**src/rtl/imm_gen_pkg.sv**
```systemverilog
// Shared types for the pipelined immediate generator: select codes and the
// small helpers used by the decoder and the request/response interface.
package imm_gen_pkg;

  localparam int INSTR_W = 32;
  localparam int SEL_W   = 4;

  typedef enum logic [SEL_W-1:0] {
    IMM_I     = 4'b0001,
    IMM_U     = 4'b0010,
    IMM_S     = 4'b0011,
    IMM_B     = 4'b0100,
    IMM_J     = 4'b0101,
    IMM_SHAMT = 4'b0110,
    IMM_ZIMM  = 4'b0111
  } imm_sel_e;

  function automatic logic sel_legal(input logic [SEL_W-1:0] sel);
    return sel inside {IMM_I, IMM_U, IMM_S, IMM_B, IMM_J, IMM_SHAMT, IMM_ZIMM};
  endfunction

endpackage

```
**src/rtl/imm_gen_if.sv**
```systemverilog
// Request/response channel of the immediate generator: a valid/ready input
// side carrying the instruction and a valid/ready output side carrying results.
interface imm_gen_if
  import imm_gen_pkg::*;
#(
  parameter int XLEN  = 32,
  parameter int TAG_W = 4
);

  logic               in_valid;
  logic               in_ready;
  logic [INSTR_W-1:0] in_instr;
  logic [XLEN-1:0]    in_pc;
  logic [SEL_W-1:0]   in_sel;
  logic [TAG_W-1:0]   in_tag;

  logic               out_valid;
  logic               out_ready;
  logic [XLEN-1:0]    out_imm;
  logic [XLEN-1:0]    out_target;
  logic [XLEN-1:0]    out_pc;
  logic [TAG_W-1:0]   out_tag;
  logic               out_err;

  modport master (
    output in_valid, in_instr, in_pc, in_sel, in_tag, out_ready,
    input  in_ready, out_valid, out_imm, out_target, out_pc, out_tag, out_err
  );

  modport slave (
    input  in_valid, in_instr, in_pc, in_sel, in_tag, out_ready,
    output in_ready, out_valid, out_imm, out_target, out_pc, out_tag, out_err
  );

endinterface

```
**src/rtl/imm_decode.sv**
```systemverilog
// Combinational immediate extraction: instruction word + select code ->
// XLEN-wide sign/zero-extended immediate and an illegal-select flag.
module imm_decode
  import imm_gen_pkg::*;
#(
  parameter int XLEN = 32
) (
  input  logic [INSTR_W-1:0] instr,
  input  logic [SEL_W-1:0]   sel,
  output logic [XLEN-1:0]    imm,
  output logic               err
);

  // The opcode field never contributes to an immediate.
  logic unused_opcode;
  assign unused_opcode = ^instr[6:0];

  always_comb begin
    // NOTE: defaults come first so every path assigns both outputs and no latch is inferred.
    imm = '0;
    err = !sel_legal(sel);
    case (sel)
      IMM_I:     imm = XLEN'($signed(instr[31:20]));
      IMM_U:     imm = XLEN'($signed({instr[31:12], 12'b0}));
      IMM_S:     imm = XLEN'($signed({instr[31:25], instr[11:7]}));
      IMM_B:     imm = XLEN'($signed({instr[31], instr[7], instr[30:25], instr[11:8], 1'b0}));
      IMM_J:     imm = XLEN'($signed({instr[31], instr[19:12], instr[20], instr[30:21], 1'b0}));
      IMM_SHAMT: imm = (XLEN == 64) ? XLEN'(instr[25:20]) : XLEN'(instr[24:20]);
      IMM_ZIMM:  imm = XLEN'(instr[19:15]);
      default:   imm = '0;
    endcase
  end

endmodule

```
**src/rtl/imm_gen_pipe.sv**
```systemverilog
// Pipelined immediate generator: one-entry skid buffer in front of a registered
// output stage holding imm, pc + imm, pc, tag and the illegal-select flag.
module imm_gen_pipe
  import imm_gen_pkg::*;
#(
  parameter int XLEN  = 32,
  parameter int TAG_W = 4
) (
  input  logic     clk,
  input  logic     rst_n,
  imm_gen_if.slave bus
);

  if (XLEN != 32 && XLEN != 64) begin : g_bad_xlen
    $error("imm_gen_pipe: XLEN must be 32 or 64, got %0d", XLEN);
  end

  typedef struct packed {
    logic [INSTR_W-1:0] instr;
    logic [XLEN-1:0]    pc;
    logic [SEL_W-1:0]   sel;
    logic [TAG_W-1:0]   tag;
  } imm_req_t;

  imm_req_t        in_req;
  imm_req_t        skid_q;
  imm_req_t        src;
  logic            skid_valid;
  logic            skid_valid_next;
  logic            skid_wr;
  logic            in_fire;
  logic            load_out;
  logic [XLEN-1:0] src_imm;
  logic            src_err;

  always_comb begin
    in_req   = '{instr: bus.in_instr, pc: bus.in_pc, sel: bus.in_sel, tag: bus.in_tag};
    in_fire  = bus.in_valid && bus.in_ready;
    load_out = !bus.out_valid || bus.out_ready;
    // The skid entry is always older than anything on the input, so it goes first.
    src      = skid_valid ? skid_q : in_req;
    skid_wr  = in_fire && (skid_valid || !load_out);
    skid_valid_next = skid_wr || (skid_valid && !load_out);
  end

  imm_decode #(.XLEN(XLEN)) u_decode (
    .instr (src.instr),
    .sel   (src.sel),
    .imm   (src_imm),
    .err   (src_err)
  );

  // NOTE: sequential state uses <= so every register samples pre-edge values.
  always_ff @(posedge clk or negedge rst_n) begin
    if (!rst_n) begin
      skid_valid     <= 1'b0;
      bus.in_ready   <= 1'b1;
      bus.out_valid  <= 1'b0;
      bus.out_imm    <= '0;
      bus.out_target <= '0;
      bus.out_pc     <= '0;
      bus.out_tag    <= '0;
      bus.out_err    <= 1'b0;
    end else begin
      skid_valid   <= skid_valid_next;
      bus.in_ready <= !skid_valid_next;
      if (load_out) begin
        bus.out_valid <= skid_valid || in_fire;
        if (skid_valid || in_fire) begin
          bus.out_imm    <= src_imm;
          bus.out_target <= src.pc + src_imm;
          bus.out_pc     <= src.pc;
          bus.out_tag    <= src.tag;
          bus.out_err    <= src_err;
        end
      end
    end
  end

  // NOTE: skid payload is not reset; skid_valid alone decides whether it is meaningful.
  always_ff @(posedge clk) begin
    if (skid_wr) begin
      skid_q <= in_req;
    end
  end

endmodule

```
**src/flat_wrapper.sv**
```systemverilog
// flat-port wrapper written by rule: the top's interface ports become plain ports
module imm_gen_pipe_flat import imm_gen_pkg::*;
#(
  parameter int XLEN  = 32,
  parameter int TAG_W = 4
)
  (clk, rst_n, bus_in_valid, bus_in_instr, bus_in_pc, bus_in_sel, bus_in_tag, bus_out_ready, bus_in_ready, bus_out_valid, bus_out_imm, bus_out_target, bus_out_pc, bus_out_tag, bus_out_err);
  imm_gen_if #(.XLEN(XLEN), .TAG_W(TAG_W)) bus_i ();
  input  logic clk;
  input  logic rst_n;
  input wire logic [$bits(bus_i.in_valid)-1:0] bus_in_valid;
  input wire logic [$bits(bus_i.in_instr)-1:0] bus_in_instr;
  input wire logic [$bits(bus_i.in_pc)-1:0] bus_in_pc;
  input wire logic [$bits(bus_i.in_sel)-1:0] bus_in_sel;
  input wire logic [$bits(bus_i.in_tag)-1:0] bus_in_tag;
  input wire logic [$bits(bus_i.out_ready)-1:0] bus_out_ready;
  output wire logic [$bits(bus_i.in_ready)-1:0] bus_in_ready;
  output wire logic [$bits(bus_i.out_valid)-1:0] bus_out_valid;
  output wire logic [$bits(bus_i.out_imm)-1:0] bus_out_imm;
  output wire logic [$bits(bus_i.out_target)-1:0] bus_out_target;
  output wire logic [$bits(bus_i.out_pc)-1:0] bus_out_pc;
  output wire logic [$bits(bus_i.out_tag)-1:0] bus_out_tag;
  output wire logic [$bits(bus_i.out_err)-1:0] bus_out_err;
  assign bus_i.in_valid = bus_in_valid;
  assign bus_i.in_instr = bus_in_instr;
  assign bus_i.in_pc = bus_in_pc;
  assign bus_i.in_sel = bus_in_sel;
  assign bus_i.in_tag = bus_in_tag;
  assign bus_i.out_ready = bus_out_ready;
  assign bus_in_ready = bus_i.in_ready;
  assign bus_out_valid = bus_i.out_valid;
  assign bus_out_imm = bus_i.out_imm;
  assign bus_out_target = bus_i.out_target;
  assign bus_out_pc = bus_i.out_pc;
  assign bus_out_tag = bus_i.out_tag;
  assign bus_out_err = bus_i.out_err;
  imm_gen_pipe #(.XLEN(XLEN), .TAG_W(TAG_W)) u_core (.clk(clk), .rst_n(rst_n), .bus(bus_i));
endmodule
```
**config.mk**
```make
export PLATFORM = sky130hd
export DESIGN_NAME = imm_gen_pipe_flat
export DESIGN_NICKNAME = d
export VERILOG_FILES = /design/src/rtl/imm_gen_pkg.sv /design/src/rtl/imm_gen_if.sv /design/src/rtl/imm_decode.sv /design/src/rtl/imm_gen_pipe.sv /design/src/flat_wrapper.sv
export SDC_FILE = /design/constraint.sdc
export NUM_CORES = 1
export LEC_CHECK = 0
export CORE_MARGIN = 1
export CORE_UTILIZATION = 35
export CTS_CLUSTER_DIAMETER = 80
export DETAILED_ROUTE_END_ITERATION = 6
export SETUP_SLACK_MARGIN = 0.15
export SLEW_MARGIN = 30
export SYNTH_ARGS = -nofsm -noshare
export SYNTH_HDL_FRONTEND = slang
export SYNTH_HIERARCHICAL = 1
export SYNTH_SLANG_ARGS = --single-unit
```
**constraint.sdc**
```tcl
create_clock -name clk -period 5.3 [get_ports clk]
set_input_delay 0.795 -clock clk [delete_from_list [all_inputs] [get_ports clk]]
set_output_delay 0.795 -clock clk [all_outputs]
set_load 0.02 [all_outputs]
```
==> summary.md, run 1 <==
| Metric | Value |
|---|---|
| CTS buffer count | `17` |
| Number of routed nets with antenna violations | `0` |
| Initial DRC Count | `393` |
| CTS Root Cell | `clkbuf_16` |
| FF-to-FF Start | `u_core/skid_valid$_DFF_PN0_` |
| Static Leak | `4.86 nW` |
| Clk slew on worst S/H paths | `0.07 ns` |
| Grt ovf | `0` |
| Post-CTS Hold Fix Bufs | `0` |
| Slowest Stage Delay on Critical Path | `0.51 ns` |
| Reg2reg end | `u_core/bus.out_target[27]$_DFFE_PN0P_` |
| Resize count post-CTS | `0` |
| Highest-delay cell along the critical path | `a211oi_1` |
| Critical path arrival | `4.75 ns` |
| Setup crit start | `bus_in_sel[2]` |
| Slew margin rel. | `0.430` |
| Crit path buf inv count | `1` |
| Horiz. Die Dim | `163 um` |
| Core footprint | `0.0253 mm^2` |
| Peak Freq | `225 MHz` |
| Tmin final | `4.44 ns` |
| Layout cells sized above 1 | `0.152` |
| Worst vdd ir | `312 uV` |
| Final hold vios | `0` |
| Worst path cell trace | `clkdlybuf4s50_1, mux2_2, or3b_4, a21oi_2, a221o_1, ha_1, a211oi_1, o2111ai_2, o21ai_1, o311ai_1, or2_1, a311o_1` |
| Core Rows | `58` |
| Final Cycle Share | `0.839` |
| Port Buffer Count | `171` |
| Largest net degree at the start of global routing | `72` |
| Final setup TNS | `0 ns` |
| Syn avg cell area | `10.6 um^2` |
| Flop2flop setup slack | `0.86 ns` |
| Worst clock skew | `0.0146 ns` |
| Router iterations before antenna repair | `5` |
| CP Capture Type | `register` |
| Post-Synthesis Cells | `855` |
| Post-DP HPWL | `18600 um` |
| # diodes | `0` |
| Number of global-route vias before repair | `6890` |
| Hold Crit Class | `input pin to asynchronous set/reset pin` |
| DRC viols | `0` |
| Measured slew at the worst slew-check pin | `0.850 ns` |
| Final Setup Violations | `0` |
| Die Y | `163 um` |
| Io pins | `179` |
| CP Data Required Time | `5.61 ns` |
| Max clock buf depth | `2` |
| Worst Reg2Reg Path Length in Cells | `12` |
| Postcts setup bufs | `0` |
| Skew-Pair Late Insertion Delay | `0.44 ns` |
| Antenna violations before repair | `0` |
| DR vias | `7094` |
| Power Density | `665 mW/mm^2` |
| Unrepaired setup endpoints after global routing | `no` |
| Synthesis-to-layout area growth | `28.8%` |
| First-pass GRT wire length | `39700 um` |
| Starting Density | `0.359` |
| Crit Path Category | `input pin to register` |
| Mapped Nets | `963` |
| Outcome | `completed` |
| Crit-path max FO | `13` |
| Worst path depth | `12` |
| Max cap viols | `0` |
| Routed wire length | `25500 um` |
| Nets@finish | `1110` |
| Vias/cell | `5.27` |
| CP delay by family, top | `compound AO/OA/AOI/OAI gates` |
| Clock sink count | `169` |
| GRT Total Usage | `0.198` |
| Post-Synthesis Cell Area | `0.00910 mm^2` |
| H-tree depth | `4` |
| Die ar. | `0.0267 mm^2` |
| Startpoint types | `input pin` |
| Total power | `7.79 mW` |
| RD Place Congestion | `0.839` |
| DR WL/cell | `18.9 um` |
| Count of pins over their slew limit | `0` |
| CTS tree | `yes` |
| Yosys warns | `6` |
-- state kept, by name, summed over array words and instances, names as in the netlist --
| register | cells |
|---|---|
| u_core/bus.out_pc | 32 |
| u_core/bus.out_target | 32 |
| u_core/bus.out_valid | 1 |
| u_core/bus.out_tag | 4 |
| u_core/bus.out_imm | 32 |
| u_core/skid_q | 65 |
| u_core/skid_valid | 1 |
| u_core/bus.in_ready | 1 |
| u_core/bus.out_err | 1 |
-- placed cells by master, fill, tap and decap left out, drive strengths merged, types with 8 or more instances in the layout --
cell	count
a21o	20
a21oi	38
a221o	9
and2	12
buf	10
clkbuf	23
clkdlybuf4s50	170
dfrtp	103
edfxtp	65
ha	31
inv	14
mux2	93
mux2i	8
nand2	187
nand2b	8
nand3	16
nand4	11
nor2	23
nor3	9
o211ai	8
o21ai	47
xnor2	9
-- area by class of cell --
cell class,instances,area (um^2)
Fill cell,2441,13600
Sequential cell,169,4560
Multi-Input combinational cell,622,4300
Timing Repair Buffer,180,1800
Clock buffer,23,468
Tap cell,330,413
Clock inverter,9,138
Inverter,12,45.0
-- how the worst max path moves through the flow --
stage | end
after floorplan | u_core/skid_q[0]$_DFFE_PP_
after global placement | u_core/bus.out_target[27]$_DFFE_PN0P_
after detailed placement | u_core/bus.out_target[27]$_DFFE_PN0P_
after CTS | u_core/bus.out_target[27]$_DFFE_PN0P_
after global routing | u_core/bus.out_target[27]$_DFFE_PN0P_
final | u_core/bus.out_target[27]$_DFFE_PN0P_
-- metrics by stage --
step	hold slack [ns]	cell area (um^2)	setup slack, ns	cells	utilization
6_report	0.415	11700	0.855	1345	0.463
2_1_floorplan	0.499	9100	0.940	855	-
3_3_place_gp	0.459	11100	0.542	1313	0.439
5_1_grt	0.474	11700	0.619	1345	0.463
3_5_place_dp	0.465	11100	0.487	1313	0.439
4_1_cts	0.447	11700	0.914	1345	0.463
-- metal layers --
metal  wire (um)  up-vias  global-route usage
li1            -     3411                   -
met1       12000     3455               0.274
met2       11700      198               0.310
met3        1260       30              0.0424
met4         543        0              0.0595
met5           0        -                   0
-- power by group --
group	internal, mW	total (mW)	leakage [nW]	switching (mW)
combinational	1.86	4.37	2.68	2.51
clock	0.772	1.30	0.292	0.531
sequential	1.88	2.12	1.89	0.241
No activity file was read; power rests on OpenSTA's default activity.
==> inputs of run 2 (changes only) <==
==> constraint.sdc (replaced) <==
create_clock -name clk -period 3.6 [get_ports clk]
set_input_delay 0.54 -clock clk [delete_from_list [all_inputs] [get_ports clk]]
set_output_delay 0.54 -clock clk [all_outputs]
set_load 0.02 [all_outputs]
==> summary.md, run 2 (synthesis gave the netlist of run 1 again) <==
| Metric | Value |
|---|---|
| Outcome | `finished with violations` |
| Failing checks | `setup timing` |
| Die Y | `163 um` |
| CP Capture Type | `register` |
| Worst clock skew | `0.0109 ns` |
| Post-CTS Hold Fix Bufs | `0` |
| Unrepaired setup endpoints after global routing | `yes` |
| Crit path setup slack, layout | `-0.0456 ns` |
| Horiz. Die Dim | `163 um` |
| Static Leak | `5.90 nW` |
| Placed cell areas | `0.0124 mm^2` |
| Final Setup Violations | `4` |
| Power Density | `987 mW/mm^2` |
| Antenna violations before repair | `0` |
| FF-to-FF Start | `u_core/skid_valid$_DFF_PN0_` |
| CTS Root Cell | `clkbuf_16` |
| End of the critical path | `u_core/bus.out_target[25]$_DFFE_PN0P_` |
| Biggest register | `u_core/skid_q` |
| Post-DP HPWL | `20000 um` |
| Worst Reg2Reg Path Length in Cells | `14` |
| Grt ovf | `0` |
| Critical path arrival | `4.01 ns` |
| Commonest non-fill, non-tap cells in the layout | `nand2_1, buf_4, clkdlybuf4s50_1` |
| Final hold vios | `0` |
| First-pass GRT wire length | `42800 um` |
| Nets@finish | `1290` |
| Peak Freq | `274 MHz` |
| CTS buffer count | `17` |
| Setup crit start | `u_core/skid_valid$_DFF_PN0_` |
| Max clock buf depth | `2` |
| Startpoint types | `register` |
| Number of routed nets with antenna violations | `0` |
| Max cap viols | `0` |
| Worst vdd ir | `464 uV` |
| Tmin final | `3.65 ns` |
| DR vias | `7684` |
| Number of global-route vias before repair | `7734` |
| Core Rows | `58` |
| # diodes | `0` |
| Vias/cell | `5.04` |
| Hold Crit Class | `input pin to asynchronous set/reset pin` |
| Core footprint | `0.0253 mm^2` |
| Final setup TNS | `-0.0683 ns` |
| Clock sink count | `169` |
| Die ar. | `0.0267 mm^2` |
| H-tree depth | `4` |
| Synthesis-to-layout area growth | `49.4%` |
| Flop2flop setup slack | `-0.05 ns` |
| Skew-Pair Late Insertion Delay | `0.44 ns` |
| Crit Path Category | `register to register` |
| Final Cycle Share | `1.01` |
| Largest net degree at the start of global routing | `75` |
| Layout cells sized above 1 | `0.329` |
| Slew margin rel. | `0.433` |
| Io pins | `179` |
| Port Buffer Count | `171` |
| Largest register FFs | `65` |
| Router iterations before antenna repair | `5` |
| GRT Total Usage | `0.211` |
| Commonest non-fill, non-tap cell in the layout | `nand2_1` |
| Initial DRC Count | `522` |
| Count of pins over their slew limit | `0` |
| Starting Density | `0.359` |
| Core Util, Final | `0.537` |
| CTS tree | `yes` |
| Routed wire length | `27100 um` |
| CP Data Required Time | `3.97 ns` |
| Measured slew at the worst slew-check pin | `0.851 ns` |
| Crit-path max FO | `7` |
| DRC viols | `0` |
| DR WL/cell | `17.8 um` |
| Clk slew on worst S/H paths | `0.07 ns` |
| Reg2reg end | `u_core/bus.out_target[25]$_DFFE_PN0P_` |
| Post-route cell area | `0.0136 mm^2` |
| RD Place Congestion | `0.881` |
## run 2: cell count changes in the layout (fill, tap and decap cells not counted), sizes merged
| cell | before | now |
|---|---|---|
| clkbuf | 23 | 19 |
| clkinv | 3 | 4 |
| clkinvlp | 1 | 2 |
| bufinv | 3 | 1 |
| inv | 14 | 18 |
| buf | 10 | 190 |
## run 2: critical path, cell delays in order, from the launching register on
cell and delay, ns:
dfrtp_2 0.50, mux2_4 0.36, and4b_2 0.29, and2_4 0.16, a221o_1 0.37, ha_4 0.33, o211ai_1 0.08, buf_4 0.16
o2111ai_4 0.20, buf_6 0.13, o211ai_4 0.09, o21a_1 0.25, buf_6 0.14, or4_4 0.41, nand3_2 0.08
## run 2: layout make-up
type	count	area [um^2]
Clock inverter	13	153
Fill cell	2259	11700
Inverter	12	45.0
Tap cell	330	413
Sequential cell	169	4560
Clock buffer	19	464
Multi-Input combinational cell	622	4780
Timing Repair Buffer	360	3190
## run 2: how the worst min path moves through the flow
stage,startpoint,endpoint,cells past startpoint
2_1_floorplan,rst_n,u_core/bus.out_err$_DFFE_PN0P_,0
3_3_place_gp,u_core/bus.out_imm[20]$_DFFE_PN0P_,u_core/bus.out_imm[20]$_DFFE_PN0P_,2
3_5_place_dp,u_core/bus.out_imm[15]$_DFFE_PN0P_,u_core/bus.out_imm[15]$_DFFE_PN0P_,2
4_1_cts,rst_n,u_core/bus.out_tag[0]$_DFFE_PN0P_,1
5_1_grt,rst_n,u_core/bus.out_tag[0]$_DFFE_PN0P_,1
6_report,rst_n,u_core/bus.out_tag[0]$_DFFE_PN0P_,1
## run 2: metrics by stage
stage / worst slack (ns) / hold slack [ns] / total power, mW / instances
6_report: -0.0456 / 0.0142 / 13.4 / 1525
5_1_grt: -0.144 / 0.0256 / 14.3 / 1525
4_1_cts: -0.0426 / 0.0160 / 13.1 / 1514
3_5_place_dp: -0.621 / 0.462 / 10.8 / 1470
3_3_place_gp: -0.531 / 0.459 / 10.8 / 1470
2_1_floorplan: -0.145 / 0.244 / 7.40 / 855
## run 2: routing by layer
| layer | vias to the layer above | share of wire | wire length, um | GRT usage |
|---|---|---|---|---|
| li1 | 3759 | - | - | - |
| met3 | 25 | 0.038 | 1030 | 0.0284 |
| met4 | 0 | 0.021 | 568 | 0.0773 |
| met1 | 3728 | 0.47 | 12700 | 0.291 |
| met2 | 172 | 0.47 | 12700 | 0.335 |
| met5 | - | 0 | 0 | 0 |
## run 2: timing repair
| action | CTS | global route |
|---|---|---|
| hold endpoints to repair | 0 | 0 |
| pin swaps | 23 | 47 |
| buffers inserted | 12 | 11 |
| setup endpoints to repair | 24 | 25 |
| gates cloned | 0 | 0 |
| resized for setup | 26 | 66 |
## run 2: power by group
part | switching (mW) | total (mW) | internal [mW] | leakage (nW)
clock network | 0.870 | 1.92 | 1.05 | 0.297
logic | 4.22 | 8.36 | 4.14 | 3.71
registers | 0.383 | 3.15 | 2.77 | 1.89
total | 5.47 | 13.4 | 7.95 | 5.90
==> inputs of run 3 (changes only) <==
--- a/config.mk
+++ b/config.mk
@@ -5,10 +5,12 @@
 export SDC_FILE = /design/constraint.sdc
 export NUM_CORES = 1
 export LEC_CHECK = 0
+export CAP_MARGIN = 10
 export CORE_MARGIN = 1
 export CORE_UTILIZATION = 35
 export CTS_CLUSTER_DIAMETER = 80
 export DETAILED_ROUTE_END_ITERATION = 6
+export PLACE_DENSITY_LB_ADDON = 0.25
 export SETUP_SLACK_MARGIN = 0.15
 export SLEW_MARGIN = 30
 export SYNTH_ARGS = -nofsm -noshare
==> summary.md, run 3 (synthesis gave the netlist of run 1 again) <==
| Metric | Value |
|---|---|
| Grt ovf | `0` |
| Routed wire length | `27800 um` |
| CTS Root Cell | `clkbuf_16` |
| Non-filler cells in the finished layout | `1531` |
| H-tree depth | `4` |
| DRC viols | `0` |
| Unrepaired setup endpoints after global routing | `yes` |
| Post-DP HPWL | `20300 um` |
| CP Capture Type | `register` |
| Max cap viols | `0` |
| Tmin final | `3.69 ns` |
| First-pass GRT wire length | `43400 um` |
| Sequential share of power | `0.232` |
| Critical path arrival | `4.06 ns` |
| Total power | `13.5 mW` |
| Measured slew at the worst slew-check pin | `0.801 ns` |
| # diodes | `0` |
| Antenna violations before repair | `0` |
| Power Density | `988 mW/mm^2` |
| Die Y | `163 um` |
| Net Sw Power | `5.56 mW` |
| Commonest non-fill, non-tap cell in the layout | `nand2_1` |
| Outcome | `finished with violations` |
| DR WL/cell | `18.2 um` |
| Io pins | `179` |
| Count of pins over their slew limit | `0` |
| Port Buffer Count | `171` |
| Post-CTS Hold Fix Bufs | `0` |
| Clk slew on worst S/H paths | `0.07 ns` |
| Final Cycle Share | `1.02` |
| RD Place Congestion | `0.889` |
| CTS tree | `yes` |
| Clock sink count | `169` |
| Hold Crit Class | `input pin to asynchronous set/reset pin` |
| Nets@finish | `1296` |
| Biggest register | `u_core/skid_q` |
| Comb power frac | `0.631` |
| Failing checks | `setup timing` |
| CTS buffer count | `17` |
| Die ar. | `0.0267 mm^2` |
| Layout cells sized above 1 | `0.332` |
| Startpoint types | `register` |
| Post-route cell area | `0.0137 mm^2` |
| DP Worst Slack | `-0.626 ns` |
| Placed cell areas | `0.0124 mm^2` |
| Crit path setup slack, layout | `-0.0884 ns` |
| Hold WS | `0.147 ns` |
| Final hold vios | `0` |
| Worst vdd ir | `451 uV` |
| GRT Total Usage | `0.215` |
| Core footprint | `0.0253 mm^2` |
| Core Rows | `58` |
| Starting Density | `0.359` |
| Crit Path Category | `register to register` |
| Number of routed nets with antenna violations | `0` |
| Static Leak | `5.92 nW` |
| Commonest non-fill, non-tap cells in the layout | `nand2_1, buf_4, clkdlybuf4s50_1` |
| Multi-input gate area | `0.00479 mm^2` |
| Peak Freq | `271 MHz` |
| Skew-Pair Late Insertion Delay | `0.44 ns` |
| Max clock buf depth | `2` |
| CP Data Required Time | `3.97 ns` |
| Largest register FFs | `65` |
| Cell Int Power | `7.98 mW` |
| Number of global-route vias before repair | `7724` |
| Router iterations before antenna repair | `5` |
| Largest net degree at the start of global routing | `71` |
| Crit-path max FO | `7` |
| Horiz. Die Dim | `163 um` |
| Worst clock skew | `0.00980 ns` |
| Slew margin rel. | `0.466` |
| Synthesis-to-layout area growth | `50.5%` |
| Register area | `0.00456 mm^2` |
| Initial DRC Count | `449` |
| Clock power share | `0.137` |
| Vias/cell | `5.11` |
| # fillers | `2216` |
| DR vias | `7818` |
| Final Setup Violations | `13` |
| Placed Cells | `1466` |
| Switching Fraction | `0.410` |
==> run 3: changes by cell type in the layout (fill, tap and decap cells not counted), moves of 4 or more <==
cell     previous run  this run
buf_6              12        18
buf_4             177       172
a21oi_1            26        22
buf_12              1         5
inv_8               5         1
mux2_2             84        88
mux2_4              8         4
o21ai_1            14        18
==> run 3: final timing paths <==
check                                                 startpoint                                    end  slack, ns  cells after the start
max                                  u_core/skid_valid$_DFF_PN0_  u_core/bus.out_target[10]$_DFFE_PN0P_      -0.09                     15
min                                                        rst_n   u_core/bus.out_target[2]$_DFFE_PN0P_       0.15                      1
max reg2reg                          u_core/skid_valid$_DFF_PN0_  u_core/bus.out_target[10]$_DFFE_PN0P_      -0.09                     15
min reg2reg                u_core/bus.out_target[11]$_DFFE_PN0P_  u_core/bus.out_target[11]$_DFFE_PN0P_       0.48                      2
max in group asynchronous                                  rst_n          u_core/bus.in_ready$_DFF_PN1_       2.72                      2
min in group clk           u_core/bus.out_target[11]$_DFFE_PN0P_  u_core/bus.out_target[11]$_DFFE_PN0P_       0.48                      2
==> run 3: metal layers <==
| metal | share of wire | vias to the layer above | track usage |
|---|---|---|---|
| met2 | 0.47 | 223 | 0.346 |
| met4 | 0.019 | 0 | 0.0633 |
| li1 | - | 3779 | - |
| met3 | 0.048 | 30 | 0.0409 |
| met1 | 0.46 | 3786 | 0.292 |
| met5 | 0 | - | 0 |
==> run 3: layout make-up <==
cell class,count,area share
Timing Repair Buffer,366,0.242
Inverter,12,0.00329
Tap cell,330,0.0301
Clock buffer,18,0.0329
Multi-Input combinational cell,622,0.350
Clock inverter,14,0.00995
Sequential cell,169,0.333
==> run 3: worst max-delay path, stage by stage, from the launching register on <==
cell and delay, ns:
dfrtp_2 0.41, buf_12 0.15, mux2_4 0.33, buf_4 0.15, nand3b_1 0.13, a21oi_4 0.08, a221o_1 0.43, buf_6 0.16
fa_2 0.35, a21o_4 0.23, a31oi_4 0.24, buf_4 0.16, o21ai_2 0.05, a211o_1 0.27, a2111o_1 0.37, nand3_1 0.08
==> run 3: power groups by stage <==
| stage | logic [mW] | registers, mW | clock network [mW] |
|---|---|---|---|
| final | 8.54 | 3.15 | 1.85 |
| after global routing | 9.19 | 3.23 | 1.98 |
| after CTS | 8.34 | 3.16 | 1.90 |
| after detailed placement | 7.62 | 3.21 | 0 |
| after global placement | 7.56 | 3.20 | 0 |
| after floorplan | 3.65 | 3.76 | 0 |
==> run 3: repair_timing <==
action,CTS,global route
gates cloned,0,0
endpoints found under the setup margin,25,26
pin swaps,56,24
buffers inserted,27,6
resized for setup,72,29
==> run 3: through the flow <==
step | setup TNS (ns) | utilization
final | -0.557 | 0.541
after global placement | -10.29 | 0.489
after detailed placement | -11.93 | 0.489
after global routing | -2.51 | 0.541
after CTS | -0.270 | 0.535
after floorplan | -0.287 | -
